## src/rtl/pulse_stretch.sv

```systemverilog
// Per-channel pulse stretcher.
// Each event input bit starts an output pulse that stays high for HOLD cycles.
// The pulse is followed by at least GAP low cycles.
// One further event per channel may wait in a pending slot while a pulse or
// gap is running. Any event beyond that is discarded and reported on drop.
module pulse_stretch #(
  parameter int unsigned W    = 1,
  parameter int unsigned HOLD = 4,
  parameter int unsigned GAP  = 2
) (
  input  logic         clk,
  input  logic         rst,
  input  logic [W-1:0] in,
  output logic [W-1:0] out,
  output logic [W-1:0] busy,
  output logic [W-1:0] drop
);

  localparam int unsigned MAXV = (HOLD > GAP) ? HOLD : GAP;
  localparam int unsigned CW   = $clog2(MAXV + 1);

  localparam logic [CW-1:0] HOLD_LD = CW'(HOLD - 1);
  localparam logic [CW-1:0] GAP_LD  = CW'(GAP - 1);

  typedef enum logic [1:0] {
    S_IDLE = 2'd0,
    S_HOLD = 2'd1,
    S_GAP  = 2'd2
  } state_t;

  state_t         state_q [W];
  state_t         state_d [W];
  logic [CW-1:0]  cnt_q   [W];
  logic [CW-1:0]  cnt_d   [W];
  logic [W-1:0]   pend_q;
  logic [W-1:0]   pend_d;
  logic [W-1:0]   drop_d;
  logic [W-1:0]   out_d;
  logic [W-1:0]   busy_d;

  // Next-state, counter, pending-slot and output decode for every channel.
  always_comb begin
    for (int unsigned i = 0; i < W; i++) begin
      state_d[i] = state_q[i];
      cnt_d[i]   = cnt_q[i];
      pend_d[i]  = pend_q[i];
      drop_d[i]  = 1'b0;

      case (state_q[i])
        S_IDLE: begin
          if (in[i]) begin
            state_d[i] = S_HOLD;
            cnt_d[i]   = HOLD_LD;
            pend_d[i]  = 1'b0;
          end
        end

        S_HOLD: begin
          if (cnt_q[i] == '0) begin
            state_d[i] = S_GAP;
            cnt_d[i]   = GAP_LD;
          end else begin
            cnt_d[i] = cnt_q[i] - 1'b1;
          end
          // The pending slot holds a single event. A second event is lost.
          if (in[i]) begin
            if (pend_q[i]) begin
              drop_d[i] = 1'b1;
            end else begin
              pend_d[i] = 1'b1;
            end
          end
        end

        S_GAP: begin
          if (cnt_q[i] != '0) begin
            cnt_d[i] = cnt_q[i] - 1'b1;
            if (in[i]) begin
              if (pend_q[i]) begin
                drop_d[i] = 1'b1;
              end else begin
                pend_d[i] = 1'b1;
              end
            end
          end else if (pend_q[i] || in[i]) begin
            // The last gap cycle can start the next pulse directly.
            // If a pending event is consumed here, an event arriving in the
            // same cycle takes over the pending slot. It is not dropped.
            state_d[i] = S_HOLD;
            cnt_d[i]   = HOLD_LD;
            pend_d[i]  = pend_q[i] & in[i];
          end else begin
            state_d[i] = S_IDLE;
            cnt_d[i]   = '0;
          end
        end

        default: begin
          state_d[i] = S_IDLE;
          cnt_d[i]   = '0;
          pend_d[i]  = 1'b0;
        end
      endcase

      out_d[i]  = (state_d[i] == S_HOLD);
      busy_d[i] = (state_d[i] != S_IDLE) | pend_d[i];
    end
  end

  // State and output registers. Reset aborts every channel and clears pend.
  always_ff @(posedge clk) begin
    if (rst) begin
      for (int unsigned i = 0; i < W; i++) begin
        state_q[i] <= S_IDLE;
        cnt_q[i]   <= '0;
      end
      pend_q <= '0;
      out    <= '0;
      busy   <= '0;
      drop   <= '0;
    end else begin
      for (int unsigned i = 0; i < W; i++) begin
        state_q[i] <= state_d[i];
        cnt_q[i]   <= cnt_d[i];
      end
      pend_q <= pend_d;
      out    <= out_d;
      busy   <= busy_d;
      drop   <= drop_d;
    end
  end

endmodule

```

## config.mk

```make
export PLATFORM = sky130hd
export DESIGN_NAME = pulse_stretch
export DESIGN_NICKNAME = d
export VERILOG_FILES = /design/src/rtl/pulse_stretch.sv
export SDC_FILE = /design/constraint.sdc
export NUM_CORES = 1
export LEC_CHECK = 0
export ABC_AREA = 1
export ABC_CLOCK_PERIOD_IN_PS = 2100
export BUFFER_PORTS_ARGS = -buffer_cell sky130_fd_sc_hd__buf_2
export CORE_AREA = 2 2 39 41
export DETAILED_ROUTE_END_ITERATION = 10
export DIE_AREA = 0 0 41 43
export GPL_TIMING_DRIVEN = 1
export SYNTH_ARGS = -nofsm -noshare
export SYNTH_HDL_FRONTEND = slang
export SYNTH_SLANG_ARGS = --single-unit
```

## constraint.sdc

```tcl
create_clock -name clk -period 2.1 [get_ports clk]
set_input_delay 0.42 -clock clk [delete_from_list [all_inputs] [get_ports clk]]
set_output_delay 0.42 -clock clk [all_outputs]
set_load 0.05 [all_outputs]
```

==> out/results.tsv, run 1 <==
metric	value	unit
cts_sinks	9	
cap_viol_max_count	0	
ctsHtreeMaxLevel	1	
drt_pass1_iterations	4	
power_frac_seq	0.299	
dieArea	0.00176	mm^2
synth.net_count	84	
cts_buffers	3	
cp-end-kind	register	
port_buffers	5	
grt_pass1_vias	457	
hold_viol_final	0	
netlist_area	538	um^2
grt_max_degree	9	
internal_power	0.462	mW
syn_area_per_cell	7.17	um^2
hold-worst-slack	0.352	ns
crit_buf_inv	2	
path_delay_family	simple AND/OR/NAND/NOR gates	
critPathKind	register to register	
hold_buffers	0	
ir_worst_vdd	0.000610	V
tightest_slew	0.295	ns
antenna_found_initial	0	
report.final.slew_viol_count	0	
post-cts-setup-buffers	0	
tns	0	ns
vias	472	
final_util	0.440	
setup_viol	0	
synth_cells	75	
rsz0062_at_grt	no	
core_area	0.00138	mm^2
place.gp.congestion	0.867	
worst_setup_path_start_kind	register	
ant_nets	0	
placed_area	583	um^2
n_antenna_cell	0	
cp_slowest_cell	dfxtp_1	
leakagePower	0.325	nW
r2r_start	state_q[0][0]$_SDFF_PP0_	
powerDensity	1460	mW/mm^2
final_area	609	um^2
place_inst	96	
grt_pass1_wl	1.79	mm
synth.distinct_cells	18	
layout_setup_ws	0.717	ns
hold_path.class	primary input to register	
fin_crit	1.38	ns
yosys_warnings	0	
io_pins	6	
syn_to_final_growth	13.3	%
final_nets	94	
crit_start	state_q[0][0]$_SDFF_PP0_	
die_y	43	um
clockRootBuffer	clkbuf_4	
power_frac_comb	0.548	
ctsResizeCount	0	
finalNonFillerCells	100	
period_share	0.658	
cts_tree	yes	
clkLatencyLatePin	0.26	ns
drtIter0Drc	2	
wl_per_cell	9.97	um
critPathMaxFanout	5	
wirelength	997	um
netSwitchingFraction	0.483	
slowest_delay	0.39	ns
cp.arrival	1.53	ns
clock_path_buffers	2	
fmax	723	MHz
worstHoldStart	rst	
preCtsSetupSlack	0.710	ns
path_clk_slew	0.06	ns
drc	0	
row_count	14	
initial_core_util	0.389	
grt_usage	0.155	
p_switching	0.431	mW
ys_seq_area_frac	0.335	
viasPerCell	4.72	
cp_common_cell	nand2_1	
status	finished, final reports clean	
ys_ff_latch	9	
overflow	0	
path_cells	inv_1, ha_1, inv_1, nand2_1, nand2_1, nand2_1, o21ai_1, nand2_1, nand2_2, nand3_1	
drive_above_1_share	0.202	
worst_clock_skew	0.00192	ns
clock_power_share	0.153	
max_slew_margin	0.803	
fp.dieW	41	um
critical_path_required	2.25	ns
power	0.893	mW
[cell usage after synthesis]
cell	count	area share
or2_1	1	0.012
a21oi_1	4	0.037
a21oi_2	1	0.016
o21ai_1	2	0.019
nand2_1	19	0.13
o21ai_0	2	0.019
ha_1	6	0.14
nand2_2	2	0.023
nor3_1	1	0.0093
o21ai_2	3	0.049
nand4_1	2	0.023
dfxtp_1	9	0.33
inv_2	1	0.0070
nor2_1	3	0.021
nor2_4	1	0.021
nor2_2	1	0.012
inv_1	14	0.098
nand3_1	3	0.028
[worst register-to-register path, cell delays in order (launching register included)]
cell     delay [ns]
dfxtp_1        0.39
inv_1          0.08
ha_1           0.23
inv_1          0.06
nand2_1        0.08
nand2_1        0.07
nand2_1        0.06
o21ai_1        0.08
nand2_1        0.07
nand2_2        0.08
nand3_1        0.06
[flip-flops by register name, indices dropped and copies added (netlist names)]
name     flops
busy         1
state_q      2
pend_q       1
drop         1
out          1
cnt_q        3
[routing by layer]
metal | track usage | routed length [um] | vias up
met5 | 0 | 0 | -
met4 | 0.0600 | 8 | 0
met1 | 0.179 | 447 | 214
met3 | 0.0785 | 38 | 2
li1 | - | - | 252
met2 | 0.234 | 503 | 4
[power groups by stage]
stage | clock network, mW | registers (mW) | logic (mW)
after global placement | 0 | 0.270 | 0.483
after CTS | 0.140 | 0.268 | 0.496
after global routing | 0.153 | 0.277 | 0.565
after detailed placement | 0 | 0.271 | 0.493
final | 0.136 | 0.267 | 0.489
after floorplan | 0 | 0.333 | 0.333
[cell type report]
class,instances,area (um^2)
clock buffer,4,26.3
fill,147,774
inverter,15,56.3
multi-input combinational,51,302
sequential,9,180
tap,16,20.0
timing repair buffer,5,25.0
[cell usage in the layout, fill, tap and decap left out, types with 2 or more instances in the layout]
master,synthesis,routed
nor2_1,3,3
buf_2,0,5
nand2_2,2,2
o21ai_2,3,3
clkbuf_4,0,3
nand2_1,19,19
dfxtp_1,9,9
o21ai_1,2,2
ha_1,6,6
a21oi_1,4,4
nand4_1,2,2
inv_1,14,14
nand3_1,3,3
o21ai_0,2,2
[path summary, 6_finish.rpt]
path / end / slack [ns] / depth (start not counted)
worst min-delay path: cnt_q[0][1]$_SDFFE_PP0P_ / 0.35 / 2
worst max-delay path: busy$_SDFF_PP0_ / 0.72 / 10
worst min register to register: cnt_q[0][0]$_SDFFE_PP0P_ / 0.49 / 2
worst max register to register: busy$_SDFF_PP0_ / 0.72 / 10
[cell families after synthesis]
family | Yosys count | synth area share
AND/OR/NAND/NOR | 33 | 0.281
buffers and inverters | 15 | 0.105
AO/OA/AOI/OAI | 12 | 0.140
flip-flops | 9 | 0.335
adder cells (fa/ha/maj) | 6 | 0.140
Note: power is estimated with default switching activity, not from simulation.
==> run 2: changes to the inputs <==
- ABC_AREA: 1 -> 0
- ABC_CLOCK_PERIOD_IN_PS: 2100 -> 1100
- clock period: 2.1 -> 1.1 ns (I/O delays scaled with it)
==> out/results.tsv, run 2 <==
metric	value	unit	change
synth_top_area_frac	0.330		was 0.335
leakagePower	0.425	nW	was 0.325 nW
critPathKind	register to register		unchanged
clock_power_share	0.179		was 0.153
power_frac_comb	0.551		was 0.548
final-seq-area	188	um^2	was 180 um^2
worst_setup_path_start_kind	register		unchanged
largest_reg_flops	3		unchanged
fp.dieW	41	um	unchanged
drtIter0Drc	18		was 2
synth_top_area_cell	dfxtp_1		unchanged
path_clk_slew	0.07	ns	was 0.06 ns
cts_sinks	9		unchanged
multi_input_area	504	um^2	was 302 um^2
wl_per_cell	13.9	um	was 9.97 um
netlist_area	547	um^2	was 538 um^2
port_buffers	5		unchanged
ant_nets	0		unchanged
core_area	0.00138	mm^2	unchanged
viasPerCell	5.23		was 4.72
hold_buffers	0		unchanged
place.gp.congestion	0.821		was 0.867
dominantRegCellSynth	dfxtp_1		unchanged
fin_crit	1.47	ns	was 1.38 ns
max_slew_margin	0.800		was 0.803
async_flop_share	0		unchanged
final_cell_mix	buf_4 (22), dfxtp_1 (5), buf_2 (5)		was nand2_1 (19), inv_1 (14), dfxtp_1 (9)
syn_to_final_growth	77.3	%	was 13.3%
syn_area_per_cell	8.41	um^2	was 7.17 um^2
ctsHtreeMaxLevel	1		unchanged
dpl.hpwl	1.09	mm	
ys_ff_latch	9		unchanged
setup_viol	9		was 0
critPathMaxFanout	4		was 5
ir_worst_vdd	0.000944	V	was 0.000610 V
power	1.52	mW	was 0.893 mW
worstRegToRegCells	7		was 10
synth_most_common_cell	dfxtp_1		was nand2_1
final_util	0.701		was 0.440
tightest_slew	0.300	ns	was 0.295 ns
synth_cells	65		was 75
io_pins	6		unchanged
dieArea	0.00176	mm^2	unchanged
hold_path.class	primary input to register		unchanged
hold-worst-slack	0.298	ns	was 0.352 ns
clock_path_buffers	2		unchanged
worst_clock_skew	0.000926	ns	was 0.00192 ns
synth.net_count	74		was 84
fill_cells	114		was 147
drt_pass1_iterations	3		was 4
row_count	14		unchanged
powerDensity	1570	mW/mm^2	was 1460 mW/mm^2
cts_buffers	3		unchanged
final_nets	107		was 94
report.final.slew_viol_count	0		unchanged
tns	-2.35	ns	was 0 ns
internal_power	0.937	mW	was 0.462 mW
vias	591		was 472
synth.distinct_cells	29		was 18
top_regs	cnt_q (3), state_q (2)		unchanged
n_antenna_cell	0		unchanged
grt_pass1_vias	584		was 457
cp.arrival	1.67	ns	was 1.53 ns
fmax	681	MHz	was 723 MHz
antenna_found_initial	0		unchanged
grt_pass1_wl	2.64	mm	was 1.79 mm
cp-end-kind	register		unchanged
period_share	1.34		was 0.658
overflow	0		unchanged
hold_depth	3		was 2
netSwitchingFraction	0.383		was 0.483
layout_setup_ws	-0.369	ns	was 0.717 ns
cts_tree	yes		unchanged
die_y	43	um	unchanged
cap_viol_max_count	0		unchanged
clockRootBuffer	clkbuf_4		unchanged
initial_core_util	0.395		was 0.389
top_register	cnt_q		unchanged
ys_seq_area_frac	0.330		was 0.335
status	complete, but fails checks		was finished, final reports clean
placed_area	822	um^2	was 583 um^2
drive_above_1_share	0.649		was 0.202
hold_viol_final	0		unchanged
final_common_cell	buf_4		was nand2_1
power_frac_seq	0.270		was 0.299
wirelength	1.57	mm	was 997 um
grt_usage	0.221		was 0.155
final_area	970	um^2	was 609 um^2
synth_common_cells	dfxtp_1 (9), nor2_1 (8), ha_1 (6)		was nand2_1 (19), inv_1 (14), dfxtp_1 (9)
violations	negative setup slack		
clkLatencyLatePin	0.26	ns	about the same
p_switching	0.582	mW	was 0.431 mW
grt_max_degree	9		unchanged
synth_area_leaders	dfxtp_1 (33%), ha_1 (14%), nor2_1 (5.5%)		was dfxtp_1 (33%), ha_1 (14%), nand2_1 (13%)
yosys_warnings	0		unchanged
rsz0062_at_grt	yes		was no
synth_edf_count	0		unchanged
drc	0		unchanged
critical_path_required	1.30	ns	was 2.25 ns
==> run 2: cells by family (layout without fill, tap and decap cells) <==
kind of cell | after synthesis | in the layout | share of synthesized area
AO/OA/AOI/OAI | 18 | 18 | 0.245
AND/OR/NAND/NOR | 25 | 25 | 0.227
adder cells (fa/ha/maj) | 6 | 6 | 0.137
multiplexers | 1 | 1 | 0.0183
buffers and inverters | 6 | 38 | 0.0435
flip-flops | 9 | 9 | 0.330
==> run 2: worst paths after layout <==
path	from	endpoint	slack (ns)
worst min register to register	pend_q$_SDFF_PP0_	drop$_SDFF_PP0_	0.52
worst max register to register	cnt_q[0][1]$_SDFFE_PP0P_	cnt_q[0][1]$_SDFFE_PP0P_	-0.37
worst min-delay path	rst	cnt_q[0][1]$_SDFFE_PP0P_	0.30
worst max-delay path	cnt_q[0][1]$_SDFFE_PP0P_	cnt_q[0][1]$_SDFFE_PP0P_	-0.37
==> run 2: routing by layer <==
metal	track usage	up-vias	part of all wire
li1	-	297	-
met1	0.306	287	0.46
met2	0.334	5	0.51
met3	0.0471	2	0.020
met4	0.0600	0	0.0064
met5	0	-	0
==> run 2: timing repair <==
| item | CTS | global route |
|---|---|---|
| setup endpoints to repair | 9 | 9 |
| gates cloned | 0 | 0 |
| pin swaps | 6 | 5 |
| gates resized for setup | 15 | 5 |
| buffers inserted | 2 | 2 |
==> run 2: worst max-delay path, stage by stage (launching register included) <==
cell and delay, ns:
dfxtp_2 0.33, inv_2 0.07, ha_4 0.13, nor2b_4 0.17
mux2i_1 0.20, a22oi_1 0.07, or3_1 0.32, a21oi_2 0.11
==> run 2: per-stage QoR <==
stage	setup slack (ns)	instances
after floorplan	-0.307	65
after global placement	-0.304	105
after detailed placement	-0.346	105
after CTS	-0.373	111
after global routing	-0.460	113
final	-0.369	113
==> run 2: power groups by stage <==
stage                     logic [mW]  clock network, mW  registers (mW)
after floorplan                0.367                  0           0.474
after CTS                      0.760              0.275           0.408
final                          0.837              0.272           0.410
after detailed placement       0.677                  0           0.411
after global placement         0.662                  0           0.411
after global routing           0.901              0.295           0.416
==> run 2: area by class of cell <==
cell class	count	share of cell area
clock buffer	4	0.0271
inverter	5	0.0194
multi-input combinational	50	0.520
sequential	9	0.194
tap	16	0.0206
timing repair buffer	29	0.219
==> run 3: changes to the inputs <==
- CORE_AREA: 2 2 39 41 -> 3 3 40 42
- DIE_AREA: 0 0 41 43 -> 0 0 43 45
==> out/results.tsv, run 3 (synthesis results as in run 2) <==
metric	value	unit	change
status	complete, but fails checks		unchanged
violations	negative setup slack		unchanged
clkLatencyLatePin	0.25	ns	was 0.26 ns
globalRouteMet1Util	0.206		was 0.306
initial_core_util	0.426		was 0.395
core_area	0.00128	mm^2	was 0.00138 mm^2
die_y	45	um	was 43 um
finalNonFillerCells	108		was 113
place_inst	101		was 105
cts_tree	yes		unchanged
fmax	696	MHz	was 681 MHz
drt_pass1_iterations	2		was 3
rsz0062_at_grt	yes		unchanged
drc	0		unchanged
dpl.hpwl	1.10	mm	was 1.09 mm
place.gp.congestion	0.786		was 0.821
grt_max_degree	9		unchanged
drtIter0Drc	6		was 18
period_share	1.31		was 1.34
grt_use_met2	0.332		was 0.334
final_common_cell	buf_4		unchanged
final_cell_mix	buf_4 (19), nor2_1 (6), dfxtp_1 (6)		was buf_4 (22), dfxtp_1 (5), buf_2 (5)
critical_path_required	1.29	ns	was 1.30 ns
leakagePower	0.401	nW	was 0.425 nW
r2r_start	cnt_q[0][1]$_SDFFE_PP0P_		unchanged
top_register	cnt_q		unchanged
hold-worst-slack	0.340	ns	was 0.298 ns
dieArea	0.00194	mm^2	was 0.00176 mm^2
overflow	0		unchanged
layout_setup_ws	-0.336	ns	was -0.369 ns
grt_pass1_vias	585		was 584
cap_viol_max_count	0		unchanged
n_antenna_cell	0		unchanged
ctsHtreeMaxLevel	1		unchanged
path_clk_slew	0.06	ns	was 0.07 ns
report.final.slew_viol_count	0		unchanged
antenna_found_initial	0		unchanged
rrSetupSlack	-0.34	ns	was -0.37 ns
tightest_slew	0.238	ns	was 0.300 ns
grt_pass1_wl	2.57	mm	was 2.64 mm
largest_reg_flops	3		unchanged
hold_buffers	0		unchanged
setup_viol	8		was 9
crit_buf_inv	1		unchanged
ir_worst_vdd	0.00106	V	was 0.000944 V
row_count	13		was 14
final_util	0.714		was 0.701
hold_end	cnt_q[0][1]$_SDFFE_PP0P_		unchanged
max_slew_margin	0.841		was 0.800
hold_viol_final	0		unchanged
fin_crit	1.44	ns	was 1.47 ns
drive_above_1_share	0.591		was 0.649
grt-busiest-layer	met2		unchanged
preCtsSetupSlack	-0.331	ns	was -0.346 ns
cp-end-kind	register		unchanged
ant_nets	0		unchanged
syn_to_final_growth	67.7	%	was 77.3%
fp.dieW	43	um	was 41 um
final_nets	103		was 107
cp_slowest_cell	or3_1		was dfxtp_2
clock_path_buffers	2		unchanged
wirelength	1.58	mm	was 1.57 mm
io_pins	6		unchanged
vias	563		was 591
worstRegToRegCells	7		unchanged
critPathMaxFanout	3		was 4
cts_buffers	3		unchanged
powerDensity	1540	mW/mm^2	was 1570 mW/mm^2
path_delay_family	simple AND/OR/NAND/NOR gates		unchanged
worstHoldStart	rst		unchanged
port_buffers	5		unchanged
viasPerCell	5.21		was 5.23
critPathKind	register to register		unchanged
hold_path.class	primary input to register		unchanged
rr_endpoint	cnt_q[0][1]$_SDFFE_PP0P_		unchanged
path_cells	inv_2, ha_4, nor2b_4, mux2i_1, a22oi_1, or3_1, a21oi_2		unchanged
hold_depth	3		unchanged
cp.arrival	1.63	ns	was 1.67 ns
worst_clock_skew	0.00138	ns	was 0.000926 ns
top_regs	cnt_q (3), state_q (2)		unchanged
tns	-1.98	ns	was -2.35 ns
slowest_delay	0.32	ns	was 0.33 ns
worst_setup_path_start_kind	register		unchanged
cts_sinks	9		unchanged
wl_per_cell	14.7	um	was 13.9 um
grt_usage	0.181		was 0.221
clockRootBuffer	clkbuf_4		unchanged
met3_usage	0.0120		was 0.0471
==> run 3: power by group <==
part	internal (mW)	switching [mW]	total, mW
combinational	0.368	0.378	0.746
clock	0.140	0.112	0.252
sequential	0.375	0.0396	0.415
==> run 3: worst max path at each step <==
stage | from | to | slack [ns] | cells after the start
after floorplan | cnt_q[0][1]$_SDFFE_PP0P_ | cnt_q[0][1]$_SDFFE_PP0P_ | -0.31 | 7
after global placement | cnt_q[0][1]$_SDFFE_PP0P_ | busy$_SDFF_PP0_ | -0.30 | 8
after detailed placement | cnt_q[0][0]$_SDFFE_PP0P_ | cnt_q[0][1]$_SDFFE_PP0P_ | -0.33 | 7
after CTS | cnt_q[0][0]$_SDFFE_PP0P_ | cnt_q[0][1]$_SDFFE_PP0P_ | -0.35 | 7
after global routing | cnt_q[0][0]$_SDFFE_PP0P_ | cnt_q[0][1]$_SDFFE_PP0P_ | -0.44 | 7
final | cnt_q[0][1]$_SDFFE_PP0P_ | cnt_q[0][1]$_SDFFE_PP0P_ | -0.34 | 7
==> run 3: worst reg2reg max path, stage by stage, from the launching register on <==
cell and delay, ns:
dfxtp_1 0.31, inv_2 0.07, ha_4 0.13, nor2b_4 0.16, mux2i_1 0.19, a22oi_1 0.08
or3_1 0.32, a21oi_2 0.11
==> run 3: cell type report <==
class	instances	area (um^2)
repair buffers	25	179
flip-flops and latches	9	189
fillers	100	368
inverters	5	23.8
clock buffers	4	26.3
well taps	15	18.8
multi-input cells	50	480
==> run 3: layer usage <==
| metal | share of wire | routed length (um) |
|---|---|---|
| met1 | 0.45 | 713 |
| met2 | 0.51 | 812 |
| met3 | 0.016 | 26 |
| met4 | 0.019 | 30 |
| met5 | 0 | 0 |
==> run 3: through the flow <==
step,instance area [um^2],total power [mW]
2_1_floorplan,641,0.842
3_3_place_gp,798,1.05
3_5_place_dp,798,1.07
4_1_cts,871,1.37
5_1_grt,917,1.51
6_report,917,1.41
==> run 3: repair_timing <==
action                                  CTS  global route
pin swaps                                 2             1
hold endpoints to repair                  0             0
resized for setup                        10             6
buffers inserted                          0             3
endpoints found under the setup margin    8             8
